## config.mk

```make
export PLATFORM = sky130hd
export DESIGN_NAME = alu_pipe
export DESIGN_NICKNAME = d
export VERILOG_FILES = /design/src/rtl/alu_pkg.sv /design/src/rtl/alu_core.sv /design/src/rtl/alu_pipe.sv
export SDC_FILE = /design/constraint.sdc
export NUM_CORES = 1
export LEC_CHECK = 0
export CAP_MARGIN = 20
export CORE_ASPECT_RATIO = 0.8
export CORE_UTILIZATION = 57
export DETAILED_ROUTE_END_ITERATION = 6
export PLACE_DENSITY = 0.93
export SLEW_MARGIN = 40
export SYNTH_ARGS = -nofsm -noshare
export SYNTH_HDL_FRONTEND = slang
export SYNTH_SLANG_ARGS = --single-unit
```

## constraint.sdc

```tcl
create_clock -name clk -period 5.3 [get_ports clk]
set_input_delay 1.59 -clock clk [delete_from_list [all_inputs] [get_ports clk]]
set_output_delay 1.59 -clock clk [all_outputs]
set_load 0.1 [all_outputs]
```

## src/rtl/alu_pkg.sv

```systemverilog
// Shared opcode map and flag bit positions for the pipelined ALU.
package alu_pkg;

  localparam logic [3:0] OP_FWDA = 4'h0;
  localparam logic [3:0] OP_FWDB = 4'h1;
  localparam logic [3:0] OP_ADD  = 4'h2;
  localparam logic [3:0] OP_SUB  = 4'h3;
  localparam logic [3:0] OP_AND  = 4'h4;
  localparam logic [3:0] OP_OR   = 4'h5;
  localparam logic [3:0] OP_XOR  = 4'h6;
  localparam logic [3:0] OP_NOT  = 4'h7;
  localparam logic [3:0] OP_ADC  = 4'h8;
  localparam logic [3:0] OP_SBC  = 4'h9;
  localparam logic [3:0] OP_SHL  = 4'hA;
  localparam logic [3:0] OP_SHR  = 4'hB;
  localparam logic [3:0] OP_SRA  = 4'hC;
  localparam logic [3:0] OP_CMP  = 4'hD;
  localparam logic [3:0] OP_CLC  = 4'hE;
  localparam logic [3:0] OP_RSVD = 4'hF;

  // flags bus is {Z,N,C,V}
  localparam int unsigned FLG_Z = 3;
  localparam int unsigned FLG_N = 2;
  localparam int unsigned FLG_C = 1;
  localparam int unsigned FLG_V = 0;

endpackage

```

## src/rtl/alu_core.sv

```systemverilog
// Combinational ALU datapath: one shared adder for ADD/SUB/ADC/SBC/CMP plus logic and shifts.
module alu_core
  import alu_pkg::*;
#(
  parameter int WIDTH = 8,
  parameter int SH_W  = $clog2(WIDTH)
) (
  input  logic [3:0]       op,
  input  logic [WIDTH-1:0] a,
  input  logic [WIDTH-1:0] b,
  input  logic             carry_in,
  output logic [WIDTH-1:0] res,
  output logic [3:0]       flags,
  output logic             err,
  output logic             carry_upd
);

  logic [WIDTH-1:0] bp;
  logic             cin;
  logic [WIDTH:0]   sum;
  logic [WIDTH:0]   shl;
  logic [WIDTH:0]   shr;
  logic [WIDTH:0]   sra;
  logic [SH_W-1:0]  sh;
  logic             ovf;
  logic             c;
  logic             v;
  logic [WIDTH-1:0] zn_src;

  always_comb begin
    bp  = b;
    cin = 1'b0;
    case (op)
      OP_SUB, OP_CMP: begin bp = ~b; cin = 1'b1;     end
      OP_ADC:         begin          cin = carry_in; end
      OP_SBC:         begin bp = ~b; cin = carry_in; end
      default: ;
    endcase

    sum = {1'b0, a} + {1'b0, bp} + {{WIDTH{1'b0}}, cin};
    ovf = (a[WIDTH-1] == bp[WIDTH-1]) & (sum[WIDTH-1] != a[WIDTH-1]);

    // Shifts run one bit wider so the extra bit holds the last bit shifted out.
    sh  = b[SH_W-1:0];
    shl = {1'b0, a} << sh;
    shr = {a, 1'b0} >> sh;
    sra = $signed({a, 1'b0}) >>> sh;

    res       = '0;
    c         = 1'b0;
    v         = 1'b0;
    err       = 1'b0;
    carry_upd = 1'b0;
    case (op)
      OP_FWDA: res = a;
      OP_FWDB: res = b;
      OP_ADD, OP_SUB, OP_ADC, OP_SBC: begin
        res = sum[WIDTH-1:0]; c = sum[WIDTH]; v = ovf; carry_upd = 1'b1;
      end
      OP_CMP: begin
        res = a; c = sum[WIDTH]; v = ovf; carry_upd = 1'b1;
      end
      OP_AND:  res = a & b;
      OP_OR:   res = a | b;
      OP_XOR:  res = a ^ b;
      OP_NOT:  res = ~a;
      OP_SHL:  begin res = shl[WIDTH-1:0]; c = shl[WIDTH]; carry_upd = 1'b1; end
      OP_SHR:  begin res = shr[WIDTH:1];   c = shr[0];     carry_upd = 1'b1; end
      OP_SRA:  begin res = sra[WIDTH:1];   c = sra[0];     carry_upd = 1'b1; end
      OP_CLC:  carry_upd = 1'b1;
      default: err = 1'b1;
    endcase

    zn_src = (op == OP_CMP) ? sum[WIDTH-1:0] : res;
    flags         = '0;
    flags[FLG_Z]  = (zn_src == '0);
    flags[FLG_N]  = zn_src[WIDTH-1];
    flags[FLG_C]  = c;
    flags[FLG_V]  = v;
    if (err) flags = '0;
  end

endmodule

```

## src/rtl/alu_pipe.sv

```systemverilog
// Two-stage valid/ready ALU pipeline: S1 captures operands, S2 registers result/flags, plus sticky carry.
module alu_pipe
  import alu_pkg::*;
#(
  parameter int WIDTH = 8,
  parameter int OP_W  = 4,
  parameter int SH_W  = $clog2(WIDTH)
) (
  input  logic             clk,
  input  logic             rst_n,
  input  logic             in_valid,
  output logic             in_ready,
  input  logic [OP_W-1:0]  op,
  input  logic [WIDTH-1:0] in_a,
  input  logic [WIDTH-1:0] in_b,
  output logic             out_valid,
  input  logic             out_ready,
  output logic [WIDTH-1:0] res,
  output logic [3:0]       flags,
  output logic             err
);

  logic             s1_valid_q, s1_valid_d;
  logic [OP_W-1:0]  op_q, op_d;
  logic [WIDTH-1:0] a_q, a_d;
  logic [WIDTH-1:0] b_q, b_d;
  logic             out_valid_q, out_valid_d;
  logic [WIDTH-1:0] res_q, res_d;
  logic [3:0]       flags_q, flags_d;
  logic             err_q, err_d;
  logic             carry_q, carry_d;

  logic             s2_adv;
  logic [WIDTH-1:0] core_res;
  logic [3:0]       core_flags;
  logic             core_err;
  logic             core_upd;

  alu_core #(.WIDTH(WIDTH), .SH_W(SH_W)) u_core (
    .op        (op_q),
    .a         (a_q),
    .b         (b_q),
    .carry_in  (carry_q),
    .res       (core_res),
    .flags     (core_flags),
    .err       (core_err),
    .carry_upd (core_upd)
  );

  always_comb begin
    s2_adv   = !out_valid_q || out_ready;
    in_ready = !s1_valid_q || s2_adv;

    s1_valid_d = s1_valid_q;
    op_d       = op_q;
    a_d        = a_q;
    b_d        = b_q;
    if (in_ready) begin
      s1_valid_d = in_valid;
      if (in_valid) begin
        op_d = op;
        a_d  = in_a;
        b_d  = in_b;
      end
    end

    // carry_q moves with the S1->S2 transfer so the next op in S1 already sees it.
    out_valid_d = out_valid_q;
    res_d       = res_q;
    flags_d     = flags_q;
    err_d       = err_q;
    carry_d     = carry_q;
    if (s2_adv) begin
      out_valid_d = s1_valid_q;
      if (s1_valid_q) begin
        res_d   = core_res;
        flags_d = core_flags;
        err_d   = core_err;
        if (core_upd) carry_d = core_flags[FLG_C];
      end
    end
  end

  always_ff @(posedge clk or negedge rst_n) begin
    if (!rst_n) begin
      s1_valid_q  <= 1'b0;
      op_q        <= '0;
      a_q         <= '0;
      b_q         <= '0;
      out_valid_q <= 1'b0;
      res_q       <= '0;
      flags_q     <= '0;
      err_q       <= 1'b0;
      carry_q     <= 1'b0;
    end else begin
      s1_valid_q  <= s1_valid_d;
      op_q        <= op_d;
      a_q         <= a_d;
      b_q         <= b_d;
      out_valid_q <= out_valid_d;
      res_q       <= res_d;
      flags_q     <= flags_d;
      err_q       <= err_d;
      carry_q     <= carry_d;
    end
  end

  assign out_valid = out_valid_q;
  assign res       = res_q;
  assign flags     = flags_q;
  assign err       = err_q;

endmodule

```

==> reports/qor.txt <==
Status -> completed
Pwr dens -> 439 mW/mm2
Site Rows -> 24
Gpl congestion -> 0.998
Final Setup Violations -> 0
Post-placement cell area -> 0.00372 mm2
Fin worst setup slack -> 1170 ps
Layout area overhead -> 12.1%
Synth Register Bits -> 36
Mapped Area -> 0.00341 mm2
Post-cts sizing count -> 0
Critical path type -> reg -> reg
Ant. Diodes -> 0
Mapped Cells -> 378
Layout fillers -> 452
Post-Place Worst Slack -> 1190 ps
Critical Path RT -> 5500 ps
DRC -> 0
Clk Latency, worst-skew pair -> 300 ps
DP Cell Count -> 471
Yosys top cell area share -> 26.5%
Grt ovf -> 0
Synth top area cells -> dfrtp_1 26%, mux2_2 8.9%, ha_1 8.8%
Post-route clock skew -> 8.80 ps
Pin count of the biggest net entering global routing -> 37
Kind of end point of the critical path -> register
First-pass GRT wire length -> 15100 um
Final hold violation count -> 0
Die Y-Extent -> 71.1 um
Critical path arrival -> 4330 ps
Core Util, Final -> 68.0%
DRT iter0 DRCs -> 384
Full die area -> 0.00629 mm2
Routed vias -> 3158
Worst-path clk slew -> 80 ps
Synth warn -> 0
Initial core utilization -> 60.7%
Vias in the first global route -> 2886
Hold_buf cts -> 0
Post-CTS Setup Bufs -> 0
Ports -> 39
Tot Pwr -> 1.68 mW
Final Critical Period -> 4130 ps
Most crowded layer after global routing -> met1
Drt pass-1 iters -> 6
Vias per inst -> 6.59
Number of max-cap violations -> 0
Commonest cells after routing, fill and taps aside -> 34 x dfrtp_1, 31 x nor2_1, 27 x mux2_2
Static leakage -> 1.64 nW
GR Util met1 -> 45.8%
Final Max Tran Viols -> 0
Post-synthesis net count -> 428
RSZ-0062 raised after global routing -> false
Worst hold slack -> 481 ps
Layout cells sized above 1 -> 17.7%
WL final -> 9280 um
Mean Syn Cell Area -> 9.01 um2
Register area share after synthesis -> 26.5%
Post-synth ARST share -> 100%
Final nets -> 450
Clock root buffer master -> clkbuf_8
Worst-path fanout max -> 25
GRT Overall Usage -> 31.9%
Post-route cell area -> 0.00382 mm2
F_max -> 242 MHz
Leading area contributor after synthesis -> dfrtp_1
Cell variety after synth -> 70
Commonest non-fill, non-tap cell in the layout -> dfrtp_1
Met3 usage -> 10.5%
EDFF count, synth -> 0
Initial antenna violation count -> 0
Hold/Removal Path Class -> reg -> reg
CTS H-tree depth -> 2
CTS buffer count -> 5
Core Area -> 0.00562 mm2
CTS tree -> done
Detailed Place HPWL -> 6750 um
Clk sinks -> 36
Finished Layout Cells -> 479
Met2 Resource Use GR -> 45.6%
PortBufs -> 38
Clock buffer depth -> 2
Setup TNS Final -> 0 ps
Relative slew slack -> 45.9%
Startpoint types -> register
Peak supply drop -> 0.000234 V
Most used DFF post-synth -> dfrtp_1
Slew @ Worst Pin -> 811 ps
Post-DRT Antenna Nets -> 0
WL/cell -> 19.4 um
Fin crit share -> 77.9%
Die X -> 88.4 um
==> Yosys cell counts, types with 3 or more instances <==
cell type,count
a22oi_1,3
a21oi_1,16
nor2b_1,5
o2111ai_1,4
buf_2,7
or3_1,3
or2_2,3
dfrtp_1,36
inv_1,20
nor2_1,31
a211oi_1,4
o21a_1,6
mux2_2,27
mux2i_1,12
o21ai_0,16
nand2b_1,7
mux2_1,5
nor3_1,8
nand3_1,6
xnor2_1,13
clkbuf_1,17
o32ai_1,4
ha_1,24
mux4_2,3
o211ai_1,9
buf_4,3
a21o_1,4
nand2_1,24
==> layer usage <==
metal,share of wire [%],wire length [um],up-vias
li1,-,-,1444
met1,44,4070,1512
met2,43,4020,174
met3,11,975,28
met4,2.4,221,0
met5,0,0,-
==> cell families (layout without fill, tap and decap cells) <==
family | after synthesis | after routing | share of synthesized area (%)
DFF | 36 | 36 | 26.5
muxes | 47 | 47 | 16.1
AOI/OAI and AO/OA | 95 | 95 | 20.0
xor gates and xnor gates | 14 | 14 | 3.60
buffers and inverters | 47 | 70 | 5.77
adders and majority gates | 26 | 26 | 9.99
and+or+nand+nor | 113 | 113 | 18.1
==> path summary, 6_finish.rpt <==
path	start	to	slack (ps)	depth (start not counted)
max	op_q[3]$_DFFE_PN0P_	flags[3]$_DFFE_PN0P_	1170	14
min	res[5]$_DFFE_PN0P_	res[5]$_DFFE_PN0P_	480	2
max reg2reg	op_q[3]$_DFFE_PN0P_	flags[3]$_DFFE_PN0P_	1170	14
min reg2reg	res[5]$_DFFE_PN0P_	res[5]$_DFFE_PN0P_	480	2
max in group asynchronous	rst_n	op_q[2]$_DFFE_PN0P_	3250	2
min in group asynchronous	rst_n	a_q[7]$_DFFE_PN0P_	1710	2
==> final cells by class <==
type | count | area [um2] | area share (%)
clock buffer | 7 | 86.3 | 2.26
clock inverter | 1 | 7.51 | 0.197
inverter | 20 | 75.1 | 1.97
multi-input combinational | 295 | 2310 | 60.5
sequential | 36 | 903 | 23.7
tap | 78 | 97.6 | 2.56
timing repair buffer | 42 | 338 | 8.85
==> power by group <==
| group | internal (mW) | switching (mW) | total (mW) |
|---|---|---|---|
| Sequential | 0.339 | 0.109 | 0.449 |
| Clock | 0.106 | 0.112 | 0.218 |
| Combinational | 0.339 | 0.670 | 1.01 |
| Total | 0.784 | 0.891 | 1.68 |
==> flip-flops by register name, indices dropped and copies added, names as in the netlist <==
signal and cells:
b_q 8, flags 4, carry_q 1, res 8, op_q 4, err 1, s1_valid_q 1, out_valid 1
a_q 8
==> worst max-delay path, cell delays in order, from the launching register on <==
cell      delay (ps)
dfrtp_1          810
inv_1            210
o21ai_0          190
nand2_1          280
xnor2_1          290
fa_1             230
inv_1             60
fa_1             400
a211oi_1         350
o21bai_1         130
a21oi_1          210
xnor2_1          110
a221oi_1         320
a31oi_1          150
o41ai_2          270
(Power assumes the default switching activity.)
